===== src/rtl/pc_sequencer_pkg.sv =====
// Shared types and constants for the pc_sequencer next-PC stage.
package pc_sequencer_pkg;

    typedef enum logic {
        StRun  = 1'b0,
        StWait = 1'b1
    } state_e;

    typedef enum logic [2:0] {
        JkNone,
        JkBr,
        JkJr,
        JkBalrz,
        JkJrsal,
        JkJmadd,
        JkBalmn
    } jump_kind_e;

    localparam logic [4:0]  LinkRegDefault = 5'd31;
    localparam logic [31:0] TrapOffset     = 32'h80;

    // Kinds whose target arrives from data memory rather than the datapath.
    function automatic logic is_mem_kind(jump_kind_e kind);
        return (kind == JkJrsal) || (kind == JkJmadd) || (kind == JkBalmn);
    endfunction

endpackage


===== src/rtl/pc_target_mux.sv =====
// Priority-encodes the decoder's flow-change strobes into a jump kind, a taken
// flag, a link request and the datapath target (memory targets are resolved later).
module pc_target_mux
    import pc_sequencer_pkg::*;
#(
    parameter int unsigned PcWidth = 32
) (
    input  logic               branch_i,
    input  logic               balrz_i,
    input  logic               jr_i,
    input  logic               jrsal_i,
    input  logic               jmadd_i,
    input  logic               balmn_i,
    input  logic               alu_zero_i,
    input  logic               status_z_i,
    input  logic               status_n_i,
    input  logic [PcWidth-1:0] imm_ext_i,
    input  logic [PcWidth-1:0] rs_data_i,
    input  logic [PcWidth-1:0] pc_plus4_i,
    output jump_kind_e         kind_o,
    output logic               taken_o,
    output logic               link_o,
    output logic [PcWidth-1:0] target_o
);

    always_comb begin
        kind_o   = JkNone;
        taken_o  = 1'b0;
        link_o   = 1'b0;
        target_o = pc_plus4_i;
        if (jmadd_i) begin
            kind_o  = JkJmadd;
            taken_o = 1'b1;
        end else if (jrsal_i) begin
            kind_o  = JkJrsal;
            taken_o = 1'b1;
            link_o  = 1'b1;
        end else if (balmn_i) begin
            kind_o  = JkBalmn;
            taken_o = status_n_i;
            link_o  = status_n_i;
        end else if (balrz_i) begin
            kind_o  = JkBalrz;
            taken_o = status_z_i;
            link_o  = status_z_i;
            if (status_z_i) begin
                target_o = rs_data_i;
            end
        end else if (jr_i) begin
            kind_o   = JkJr;
            taken_o  = 1'b1;
            target_o = rs_data_i;
        end else if (branch_i) begin
            kind_o  = JkBr;
            taken_o = alu_zero_i;
            if (alu_zero_i) begin
                target_o = pc_plus4_i + (imm_ext_i << 2);
            end
        end
    end

endmodule


===== src/rtl/pc_sequencer.sv =====
// PC register, Z/N status flags, memory-indirect wait FSM and $31 link write.
// Optional: PC_ALIGN_CHECK_EN traps misaligned targets and adds sticky align_err.
module pc_sequencer
    import pc_sequencer_pkg::*;
#(
    parameter int unsigned         PC_WIDTH = 32,
    parameter logic [PC_WIDTH-1:0] RESET_PC = '0,
    parameter logic [4:0]          LINK_REG = LinkRegDefault
) (
    input  logic                clk,
    input  logic                reset,
    input  logic                branch,
    input  logic                balrz,
    input  logic                jr,
    input  logic                jrsal,
    input  logic                jmadd,
    input  logic                balmn,
    input  logic                alu_zero,
    input  logic                alu_neg,
    input  logic                flag_we,
    input  logic [PC_WIDTH-1:0] imm_ext,
    input  logic [PC_WIDTH-1:0] rs_data,
    input  logic [PC_WIDTH-1:0] mem_rdata,
    input  logic                mem_valid,
    output logic [PC_WIDTH-1:0] pc,
    output logic [PC_WIDTH-1:0] pc_plus4,
    output logic                stall,
    output logic                link_we,
    output logic [4:0]          link_addr,
    output logic [PC_WIDTH-1:0] link_data,
    output logic                status_z,
`ifdef PC_ALIGN_CHECK_EN
    output logic                status_n,
    output logic                align_err
`else
    output logic                status_n
`endif
);

    state_e              state_q, state_d;
    logic [PC_WIDTH-1:0] pc_q, pc_d;
    logic                status_z_q, status_z_d;
    logic                status_n_q, status_n_d;
    logic                link_we_q, link_we_d;
    logic [PC_WIDTH-1:0] link_data_q, link_data_d;
    logic                pend_link_q, pend_link_d;

    jump_kind_e          mux_kind;
    logic                mux_taken;
    logic                mux_link;
    logic [PC_WIDTH-1:0] mux_target;

    logic                load;
    logic                load_link;
    logic [PC_WIDTH-1:0] load_pc;

    assign pc_plus4 = pc_q + PC_WIDTH'(4);

    pc_target_mux #(
        .PcWidth (PC_WIDTH)
    ) u_target_mux (
        .branch_i   (branch),
        .balrz_i    (balrz),
        .jr_i       (jr),
        .jrsal_i    (jrsal),
        .jmadd_i    (jmadd),
        .balmn_i    (balmn),
        .alu_zero_i (alu_zero),
        .status_z_i (status_z_q),
        .status_n_i (status_n_q),
        .imm_ext_i  (imm_ext),
        .rs_data_i  (rs_data),
        .pc_plus4_i (pc_plus4),
        .kind_o     (mux_kind),
        .taken_o    (mux_taken),
        .link_o     (mux_link),
        .target_o   (mux_target)
    );

`ifdef PC_ALIGN_CHECK_EN
    logic align_err_q, align_err_d;
`endif

    always_comb begin
        state_d     = state_q;
        pc_d        = pc_q;
        pend_link_d = pend_link_q;
        link_we_d   = 1'b0;
        link_data_d = link_data_q;
        status_z_d  = status_z_q;
        status_n_d  = status_n_q;
        stall       = 1'b0;
        load        = 1'b0;
        load_link   = 1'b0;
        load_pc     = pc_q;
`ifdef PC_ALIGN_CHECK_EN
        align_err_d = align_err_q;
`endif

        case (state_q)
            StRun: begin
                if (mux_taken && is_mem_kind(mux_kind)) begin
                    stall       = 1'b1;
                    state_d     = StWait;
                    pend_link_d = mux_link;
                end else begin
                    load      = 1'b1;
                    load_pc   = mux_target;
                    load_link = mux_link;
                end
            end
            StWait: begin
                stall = 1'b1;
                if (mem_valid) begin
                    load      = 1'b1;
                    load_pc   = mem_rdata;
                    load_link = pend_link_q;
                    state_d   = StRun;
                end
            end
            default: state_d = StRun;
        endcase

        if (load) begin
`ifdef PC_ALIGN_CHECK_EN
            if (load_pc[1:0] != 2'b00) begin
                pc_d        = RESET_PC + PC_WIDTH'(TrapOffset);
                align_err_d = 1'b1;
                load_link   = 1'b0;
            end else begin
                pc_d = load_pc;
            end
`else
            pc_d = load_pc;
`endif
            // pc is held through WAIT, so pc_plus4 is still the linking instruction's.
            if (load_link) begin
                link_we_d   = 1'b1;
                link_data_d = pc_plus4;
            end
        end

        if (flag_we && !stall) begin
            status_z_d = alu_zero;
            status_n_d = alu_neg;
        end
    end

    always_ff @(posedge clk or posedge reset) begin
        if (reset) begin
            state_q     <= StRun;
            pc_q        <= RESET_PC;
            status_z_q  <= 1'b0;
            status_n_q  <= 1'b0;
            link_we_q   <= 1'b0;
            link_data_q <= '0;
            pend_link_q <= 1'b0;
        end else begin
            state_q     <= state_d;
            pc_q        <= pc_d;
            status_z_q  <= status_z_d;
            status_n_q  <= status_n_d;
            link_we_q   <= link_we_d;
            link_data_q <= link_data_d;
            pend_link_q <= pend_link_d;
        end
    end

`ifdef PC_ALIGN_CHECK_EN
    always_ff @(posedge clk or posedge reset) begin
        if (reset) begin
            align_err_q <= 1'b0;
        end else begin
            align_err_q <= align_err_d;
        end
    end

    assign align_err = align_err_q;
`endif

    assign pc        = pc_q;
    assign link_we   = link_we_q;
    assign link_addr = LINK_REG;
    assign link_data = link_data_q;
    assign status_z  = status_z_q;
    assign status_n  = status_n_q;

endmodule


===== config.mk =====
export PLATFORM = sky130hd
export DESIGN_NAME = pc_sequencer
export DESIGN_NICKNAME = d
export VERILOG_FILES = /design/src/rtl/pc_sequencer_pkg.sv /design/src/rtl/pc_target_mux.sv /design/src/rtl/pc_sequencer.sv
export SDC_FILE = /design/constraint.sdc
export NUM_CORES = 1
export LEC_CHECK = 0
export ABC_CLOCK_PERIOD_IN_PS = 6210
export BUFFER_PORTS_ARGS = -buffer_cell sky130_fd_sc_hd__buf_2
export CORE_MARGIN = 2
export CORE_UTILIZATION = 55
export CTS_CLUSTER_DIAMETER = 30
export CTS_CLUSTER_SIZE = 20
export DETAILED_ROUTE_END_ITERATION = 8
export GPL_TIMING_DRIVEN = 0
export MAX_ROUTING_LAYER = met4
export PLACE_DENSITY = 0.87
export SYNTH_ARGS = -nofsm -noshare
export SYNTH_HDL_FRONTEND = slang
export SYNTH_SLANG_ARGS = --single-unit

===== constraint.sdc =====
create_clock -name clk -period 6.21 [get_ports clk]
set_input_delay 0.3105 -clock clk [delete_from_list [all_inputs] [get_ports clk]]
set_output_delay 0.3105 -clock clk [all_outputs]
set_load 0.1 [all_outputs]

After elaboration in Yosys (flattened, before gate mapping). Index checks and enable logic that the tools add are counted.

Reduce and logical (&&, ||, !) cells: 8. Mux-type cells: 39. Equality and inequality tests: 5. $add $sub $neg: 2. Bitwise gates (word level): 1.

Operators by type and width (count): 2-to-1 mux 32 bit (10); case mux 32 bit (2 select lines) (1); adder 32 x 3 -> 32 bit (second input constant) (1); adder 32 bit (1); 2-to-1 mux 1 bit (19); 2-to-1 mux 3 bit (5); equality test 3 bit (second input constant) (3); case mux 1 bit (2 select lines) (4); inequality test 2 bit (second input constant) (2); AND reduction 2 bit (2); AND reduction 3 bit (1); logical AND 1 bit (2); logical OR 1 bit (2); logical NOT 1 bit (1); inverter 1 bit (1).

Logic and storage cells: 62. Flip-flop bits (word level): 69. Input port bits: 108. Output and inout port bits: 105.

Logic depth before layout (Yosys ltp). Gate-level depths: netlist of run 1.

Depth in word-level cells: 14. Gate-level depth with buffers: 17. Depth with buffers taken out: 16.

Modules after synthesis. A second synthesis of run 1 with hierarchy kept.

Cell total of the unflattened synthesis: 665. Area, all modules: 5853.1 µm².

By module, submodules not included: pc_sequencer (instances 1, cells each 319, area an instance 3509.6 µm², seq. area each 1726.7 µm²); pc_target_mux (instances 1, cells each 346, area an instance 2343.5 µm², seq. area each 0.0 µm²).

Worst setup path after synthesis of run 1. No wires, ideal clock.

Kind: reg-to-reg. Start: reg pc_q[4] (netlist: pc[4]). End: reg pc_q[28] (netlist: pc[28]). Data required time: 6082 ps. Slack: 547 ps. Stages on the path, launching flop included: 14. Arrival time: 5535 ps. Setup time: 128 ps. Path buffers: 0. Clock period less this slack: 5663 ps. Cells stage by stage: dfrtp_1 > nand4_1 > nor2_1 > and3_1 > nand3_1 > xnor2_1 > ha_1 > and2_1 > nand4_1 > o32ai_4 > a21oi_2 > or4_1 > a41oi_2 > o22ai_1.

Cells in the longest elaborated chain, start to end: 11. Elaborated cells on any way between the ends: 12. Classes of those cells: add/sub: 2; mux: 10.

RTL lines: start, declared (line pc_sequencer.sv:41) `logic [PC_WIDTH-1:0] pc_q, pc_d;`; start signal, assigned (line pc_sequencer.sv:160) `pc_q <= pc_d;`; adder 32 x 3 -> 32 bit (line pc_sequencer.sv:57) `assign pc_plus4 = pc_q + PC_WIDTH'(4);`; net pc_plus4[17] (line pc_sequencer.sv:26) `output logic [PC_WIDTH-1:0] pc_plus4,`; adder 32 bit (line pc_target_mux.sv:57) `target_o = pc_plus4_i + (imm_ext_i << 2);`; 2-to-1 mux 32 bit (line pc_target_mux.sv:56) `if (alu_zero_i) begin`; 2-to-1 mux 32 bit (line pc_target_mux.sv:53) `end else if (branch_i) begin`; 2-to-1 mux 32 bit (line pc_target_mux.sv:49) `end else if (jr_i) begin`; 2-to-1 mux 32 bit (line pc_target_mux.sv:42) `end else if (balrz_i) begin`; 2-to-1 mux 32 bit (line pc_target_mux.sv:38) `end else if (balmn_i) begin`; 2-to-1 mux 32 bit (line pc_target_mux.sv:34) `end else if (jrsal_i) begin`; 2-to-1 mux 32 bit (line pc_target_mux.sv:31) `if (jmadd_i) begin`; 2-to-1 mux 32 bit (line pc_sequencer.sv:102) `if (mux_taken && is_mem_kind(mux_kind)) begin`; case mux 32 bit (2 select lines) (line pc_sequencer.sv:100) `case (state_q)`.

The timed path passes the listed nets, and every way through them passes these cells. The select of a mux whose other input is x is not followed. A chain may end at the register's enable or synchronous reset.

Final worst setup path of run 1.
Start: reg pc_q[2] (netlist: pc[2]). End: reg pc_q[31] (netlist: pc[31]).

Cells in the longest elaborated chain, start to end: 11. Elaborated cells on any way between the ends: 12. Classes of those cells: add/sub: 2; mux: 10.

RTL lines (line): adder 32 x 3 -> 32 bit (*) (pc_sequencer.sv:57); adder 32 bit (pc_target_mux.sv:57); 2-to-1 mux 32 bit (pc_target_mux.sv:56); 2-to-1 mux 32 bit (pc_target_mux.sv:53); 2-to-1 mux 32 bit (pc_target_mux.sv:49); 2-to-1 mux 32 bit (pc_target_mux.sv:42); 2-to-1 mux 32 bit (pc_target_mux.sv:38); 2-to-1 mux 32 bit (pc_target_mux.sv:34); 2-to-1 mux 32 bit (*) (pc_target_mux.sv:31); 2-to-1 mux 32 bit (*) (pc_sequencer.sv:102); case mux 32 bit (2 select lines) (*) (pc_sequencer.sv:100).

Mark *: on every way between the ends. The rest lies on a longest branch, timed or not. The select of a mux whose other input is x is not followed.

==> results of run 1 <==
[state kept, by name, summed over array words and instances, names as in the netlist]
name,flops
link_we,1
state_q,1
status_z,1
pc,32
pend_link_q,1
link_data,32
status_n,1
[power groups by stage]
stage               combinational, mW  clock, mW  sequential, mW
floorplan                        1.30          0            1.94
global placement                 3.01          0           0.761
detailed placement               3.03          0           0.765
CTS                              3.03      0.368           0.759
global route                     3.18      0.385           0.785
finish                           3.06      0.371           0.765
[path summary, 6_finish.rpt]
kind / cells after the start / from / endpoint / slack, ns
worst max-delay path: 17 / pc[2] / pc[31] / 1.37
worst min-delay path: 2 / reset / link_data[3] / 0.13
worst max register to register: 17 / pc[2] / pc[31] / 1.37
worst min register to register: 1 / link_data[25] / link_data[25] / 0.51
max in group asynchronous: 2 / reset / pc[20] / 5.46
min in group clk: 2 / jmadd / pend_link_q / 0.16
[final cells by class]
class	count	area, um2
multi-input cells	584	3880
fillers	944	3090
flip-flops and latches	69	1730
repair buffers	203	1020
plain buffers	43	196
well taps	136	170
clock buffers	10	138
inverters	28	108
clock inverters	6	46.3
diodes	1	2.50
[cells in the final DEF (no fill, tap or decap), drive strengths merged, types with 11 or more instances in the layout]
cell    count
nor2       54
ha         36
nor3       18
dfrtp      69
nand4      15
a31oi      11
nand3      21
clkbuf     38
xor2       16
inv        29
xnor2      31
a21oi      95
buf       218
a221o      14
mux2       23
a21o       12
o21ai      58
nand2      60
and2       11
[layer usage]
| metal | global-route usage | vias to the layer above | routed length [um] |
|---|---|---|---|
| met1 | 0.499 | 3182 | 8430 |
| met2 | 0.620 | 511 | 10400 |
| li1 | - | 3100 | - |
| met5 | - | - | 0 |
| met4 | 0.185 | 0 | 932 |
| met3 | 0.0672 | 76 | 2640 |
[cell families after synthesis]
kind of cell / Yosys count / synth area share
mux: 28 / 0.0524
compound gates: 255 / 0.278
flops: 69 / 0.293
buf+inv: 71 / 0.0512
simple gates: 212 / 0.175
xor+xnor: 47 / 0.0699
other cells: 1 / 0.000636
fa+ha+maj: 37 / 0.0798
[critical path, cell delays in order (launching register included)]
cell	delay, ns
dfrtp_1	0.53
ha_1	0.29
inv_1	0.12
nor4_4	0.44
and2_1	0.29
and3_1	0.20
xnor2_1	0.32
inv_1	0.16
ha_1	0.31
clkbuf_1	0.28
a21oi_1	0.12
o21ai_0	0.20
a211oi_1	0.11
o311ai_1	0.32
nor3_1	0.15
o41ai_1	0.57
xnor2_1	0.22
o21ai_0	0.10
[through the flow]
| stage | power, mW | util |
|---|---|---|
| 6_report | 4.19 | 0.702 |
| 5_1_grt | 4.35 | 0.702 |
| 4_1_cts | 4.16 | 0.702 |
| 3_5_place_dp | 3.79 | 0.684 |
| 3_3_place_gp | 3.77 | 0.684 |
| 2_1_floorplan | 3.24 | - |
==> flow_metrics.env, run 1 <==
export IMPL_die_area_um2=11600
export IMPL_tightest_slew_ns=1.06
export IMPL_cts_tree="built"
export IMPL_antenna_found_initial=1
export IMPL_cp_required_ns=6.46
export IMPL_path_clk_slew_ns=0.09
export IMPL_hold_slack_ns=0.125
export IMPL_fin_skew_ns=0.0153
export IMPL_critPathLaunchType="flip-flop"
export IMPL_ys_flop_type="dfrtp_1"
export IMPL_ys_top_cells_by_area="dfrtp_1 29%, a21oi_1 7.9%, ha_1 7.6%, o21ai_0 4.8%, xnor2_1 4.6%"
export IMPL_hold_violations=0
export IMPL_synth_distinct_cells=70
export IMPL_start_util=0.568
export IMPL_synthCells=720
export IMPL_die_h_um=108
export IMPL_ys_warn_count=0
export IMPL_wl_per_cell_um=20.8
export IMPL_drive_gt1_frac=0.288
export IMPL_vdd_drop_max_v=0.000628
export IMPL_worst_slack_ns=1.37
export IMPL_synthTopCellsByCount="93 x a21oi_1, 69 x dfrtp_1, 60 x nand2_1"
export IMPL_dp_slack_ns=1.50
export IMPL_combPwrFrac=0.729
export IMPL_avgSynthCellArea_um2=8.18
export IMPL_insertion_delay_ns=0.37
export IMPL_setup_viol=0
export IMPL_relSlewSlack=0.287
export IMPL_synth_edf_count=0
export IMPL_hpwl_um=17200
export IMPL_vias=6869
export IMPL_avgViaCountPerCell=6.36
export IMPL_synthesis_area_um2=5890
export IMPL_drt_pass1_iterations=6
export IMPL_portBuffers=203
export IMPL_row_count=37
export IMPL_yosysMostFrequentCell="a21oi_1"
export IMPL_dpl_cell_area_um2=7100
export IMPL_gp_congestion=1.04
export IMPL_grt_ovfl_total=0
export IMPL_die_x_um=108
export IMPL_numCtsBuffers=9
export IMPL_fin_cells=1080
export IMPL_ant_nets=0
export IMPL_pin_count=213
export IMPL_postCtsSetupBuffers=0
export IMPL_async_flop_share=1.00
export IMPL_finalInstanceArea_um2=7280
export IMPL_synth_ff_latch_count=69
export IMPL_switching_power_mw=2.82
export IMPL_seq_area_frac_synth=0.293
export IMPL_crit_path_max_fanout=8
export IMPL_drv_slew=0
export IMPL_grt_max_degree=70
export IMPL_core_area_um2=10400
export IMPL_wirelength_um=22400
export IMPL_hp_class="in -> async"
export IMPL_fmax_ghz=0.207
export IMPL_intPower_mw=1.38
export IMPL_outcome="complete, no violations"
export IMPL_area_growth_pct=23.6
export IMPL_first_global_vias=6492
export IMPL_track_usage=0.395
export IMPL_placed_cells=1063
export IMPL_period_share=0.780
export IMPL_cts_root_buf="clkbuf_8"
export IMPL_p_clk_frac=0.088
export IMPL_clockBufferDepth=2
export IMPL_drt_iter0_markers=837
export IMPL_post_synth_top_area_cell="dfrtp_1"
export IMPL_cts_resized=0
export IMPL_drv_cap=0
export IMPL_holdBufCountCts=0
export IMPL_cts_sinks=69
export IMPL_end_kind="flip-flop"
export IMPL_grt_pass1_wl_um=34000
export IMPL_rsz0062_at_grt="false"
export IMPL_switching_share=0.671
export IMPL_post_route_min_period_ns=4.84
export IMPL_seqPwrFrac=0.182
export IMPL_cts_htree_levels=3
export IMPL_power_density_nw_per_um2=576
export IMPL_fin_setup_tns_ns=0
export IMPL_nets=1083
export IMPL_leakage_nw=3.43
export IMPL_synth_top_cell_area_share=0.293
export IMPL_drc_errors=0
export IMPL_crit_arrival_ns=5.09
export IMPL_critPathKind="reg -> reg"
(Power assumes the default switching activity.)
==> run 2, diff against run 1 <==
--- a/config.mk
+++ b/config.mk
@@ -5,16 +5,16 @@
 export SDC_FILE = /design/constraint.sdc
 export NUM_CORES = 1
 export LEC_CHECK = 0
-export ABC_CLOCK_PERIOD_IN_PS = 6210
+export ABC_CLOCK_PERIOD_IN_PS = 4700
 export BUFFER_PORTS_ARGS = -buffer_cell sky130_fd_sc_hd__buf_2
 export CORE_MARGIN = 2
-export CORE_UTILIZATION = 55
+export CORE_UTILIZATION = 51
 export CTS_CLUSTER_DIAMETER = 30
 export CTS_CLUSTER_SIZE = 20
 export DETAILED_ROUTE_END_ITERATION = 8
 export GPL_TIMING_DRIVEN = 0
 export MAX_ROUTING_LAYER = met4
-export PLACE_DENSITY = 0.87
+export PLACE_DENSITY = 0.82
 export SYNTH_ARGS = -nofsm -noshare
 export SYNTH_HDL_FRONTEND = slang
 export SYNTH_SLANG_ARGS = --single-unit
==> constraint.sdc (replaced) <==
create_clock -name clk -period 4.7 [get_ports clk]
set_input_delay 0.235 -clock clk [delete_from_list [all_inputs] [get_ports clk]]
set_output_delay 0.235 -clock clk [all_outputs]
set_load 0.1 [all_outputs]
==> run 2 against run 1 <==
Combinational power increased by 34%. Design area grew 6.1%. Worst setup slack worse by 1.1 ns. Sequential power increased by 36%. Sequential share of layout area down 1.2 points. Critical path depth down 1. Power is 39% higher. Clock power increased by 95%. Largest power group unchanged.
==> flow_metrics.env, run 2 (same netlist as run 1, synthesis figures left out) <==
export IMPL_first_global_vias=6555
export IMPL_critPathLaunchType="flip-flop"
export IMPL_crit_path_max_fanout=7
export IMPL_gp_congestion=0.999
export IMPL_tightest_slew_ns=1.02
export IMPL_relSlewSlack=0.314
export IMPL_finalInstanceArea_um2=7720
export IMPL_cp_endpoint="pc[31]"
export IMPL_outcome="complete, no violations"
export IMPL_crit_arrival_ns=4.65
export IMPL_dp_slack_ns=-0.143
export IMPL_fmax_ghz=0.226
export IMPL_reg2reg_depth=16
export IMPL_dpl_cell_area_um2=7380
export IMPL_drc_errors=0
export IMPL_vias=6755
export IMPL_start_util=0.518
export IMPL_antenna_found_initial=2
export IMPL_end_kind="flip-flop"
export IMPL_critPathKind="reg -> reg"
export IMPL_cts_htree_levels=3
export IMPL_hpwl_um=17500
export IMPL_leakage_nw=3.61
export IMPL_grt_ovfl_total=0
export IMPL_holdCritStartpoint="jmadd"
export IMPL_worst_slack_ns=0.270
export IMPL_nets=1086
export IMPL_rr_endpoint="pc[31]"
export IMPL_setup_viol=0
export IMPL_wl_per_cell_um=20.8
export IMPL_area_growth_pct=31.1
export IMPL_drt_iter0_markers=796
export IMPL_drt_pass1_iterations=7
export IMPL_track_usage=0.375
export IMPL_placed_cells=1071
export IMPL_pin_count=213
export IMPL_drive_gt1_frac=0.320
export IMPL_core_area_um2=11400
export IMPL_mostFrequentLayoutCells="210 x buf_2, 93 x a21oi_1, 60 x nand2_1"
export IMPL_drv_slew=0
export IMPL_cts_sinks=69
export IMPL_finalPower_mw=5.85
export IMPL_cts_root_buf="clkbuf_16"
export IMPL_grt_max_degree=57
export IMPL_reg2reg_slack_ns=0.27
export IMPL_cp_required_ns=4.92
export IMPL_hold_violations=0
export IMPL_drv_cap=0
export IMPL_die_x_um=111
export IMPL_clockBufferDepth=2
export IMPL_vdd_drop_max_v=0.000710
export IMPL_numCtsBuffers=9
export IMPL_final_common_cell="buf_2"
export IMPL_fin_cells=1090
export IMPL_r2r_start="pc[4]"
export IMPL_power_density_nw_per_um2=757
export IMPL_cts_tree="built"
export IMPL_rsz0062_at_grt="false"
export IMPL_fin_skew_ns=0.00836
export IMPL_row_count=39
export IMPL_insertion_delay_ns=0.35
export IMPL_path_clk_slew_ns=0.06
export IMPL_avgViaCountPerCell=6.20
export IMPL_portBuffers=203
export IMPL_wirelength_um=22700
export IMPL_ant_nets=0
export IMPL_crit_start="pc[4]"
export IMPL_n_fill_cell=1027
export IMPL_period_share=0.943
export IMPL_hp_class="in -> reg"
export IMPL_die_area_um2=12400
export IMPL_die_h_um=111
export IMPL_grt_pass1_wl_um=35400
export IMPL_post_route_min_period_ns=4.43
run 2: worst min-delay path by stage:
stage / to / slack [ns] / cells past startpoint
5_1_grt: status_n / 0.13 / 2
2_1_floorplan: pend_link_q / 0.32 / 1
6_report: pend_link_q / 0.12 / 2
3_5_place_dp: link_data[3] / 0.17 / 2
3_3_place_gp: pend_link_q / 0.47 / 2
4_1_cts: pend_link_q / 0.11 / 2
run 2: per-layer routing:
metal | GRT usage | vias up | routed length, um
li1 | - | 3095 | -
met1 | 0.476 | 3099 | 9020
met2 | 0.571 | 461 | 10200
met3 | 0.0626 | 100 | 2110
met4 | 0.212 | 0 | 1340
met5 | - | - | 0
run 2: stage by stage:
stage	setup TNS, ns	hold WS, ns	util
2_1_floorplan	0	0.320	-
3_3_place_gp	-0.210	0.468	0.647
3_5_place_dp	-0.143	0.175	0.649
4_1_cts	0	0.113	0.677
5_1_grt	0	0.134	0.679
6_report	0	0.117	0.679
run 2: repair_timing:
action	in CTS	in global routing
hold endpoints to repair	13	0
buffers inserted	0	2
endpoints found under the setup margin	1	1
pin swaps	0	1
gates cloned	0	0
hold buffers	1	0
resized for setup	1	1
run 2: final cells by class:
cell class                 count  area, um2  area share
antenna                        2       5.00    0.000648
buffer                        42        193      0.0249
clock buffer                  14        274      0.0355
clock inverter                 1       30.0     0.00389
inverter                      28        108      0.0139
multi-input combinational    584       4130       0.534
sequential                    69       1740       0.225
tap                          143        179      0.0232
timing repair buffer         207       1070       0.138
run 2: critical path, stage by stage, from the launching register on:
cell	delay (ns)
dfrtp_2	0.45
nand4_1	0.27
nor4_4	0.43
nand2_1	0.26
nor2_1	0.18
xnor2_1	0.26
inv_1	0.14
ha_1	0.29
clkbuf_1	0.26
a21oi_1	0.19
o21ai_0	0.13
a211oi_1	0.11
o311ai_1	0.45
nor3_2	0.14
o41ai_2	0.49
xnor2_1	0.17
o21ai_0	0.09
run 2: power by group:
group          internal (mW)  total [mW]  switching, mW
clock                  0.452       0.724          0.271
sequential             0.817        1.04          0.221
combinational          0.847        4.09           3.24
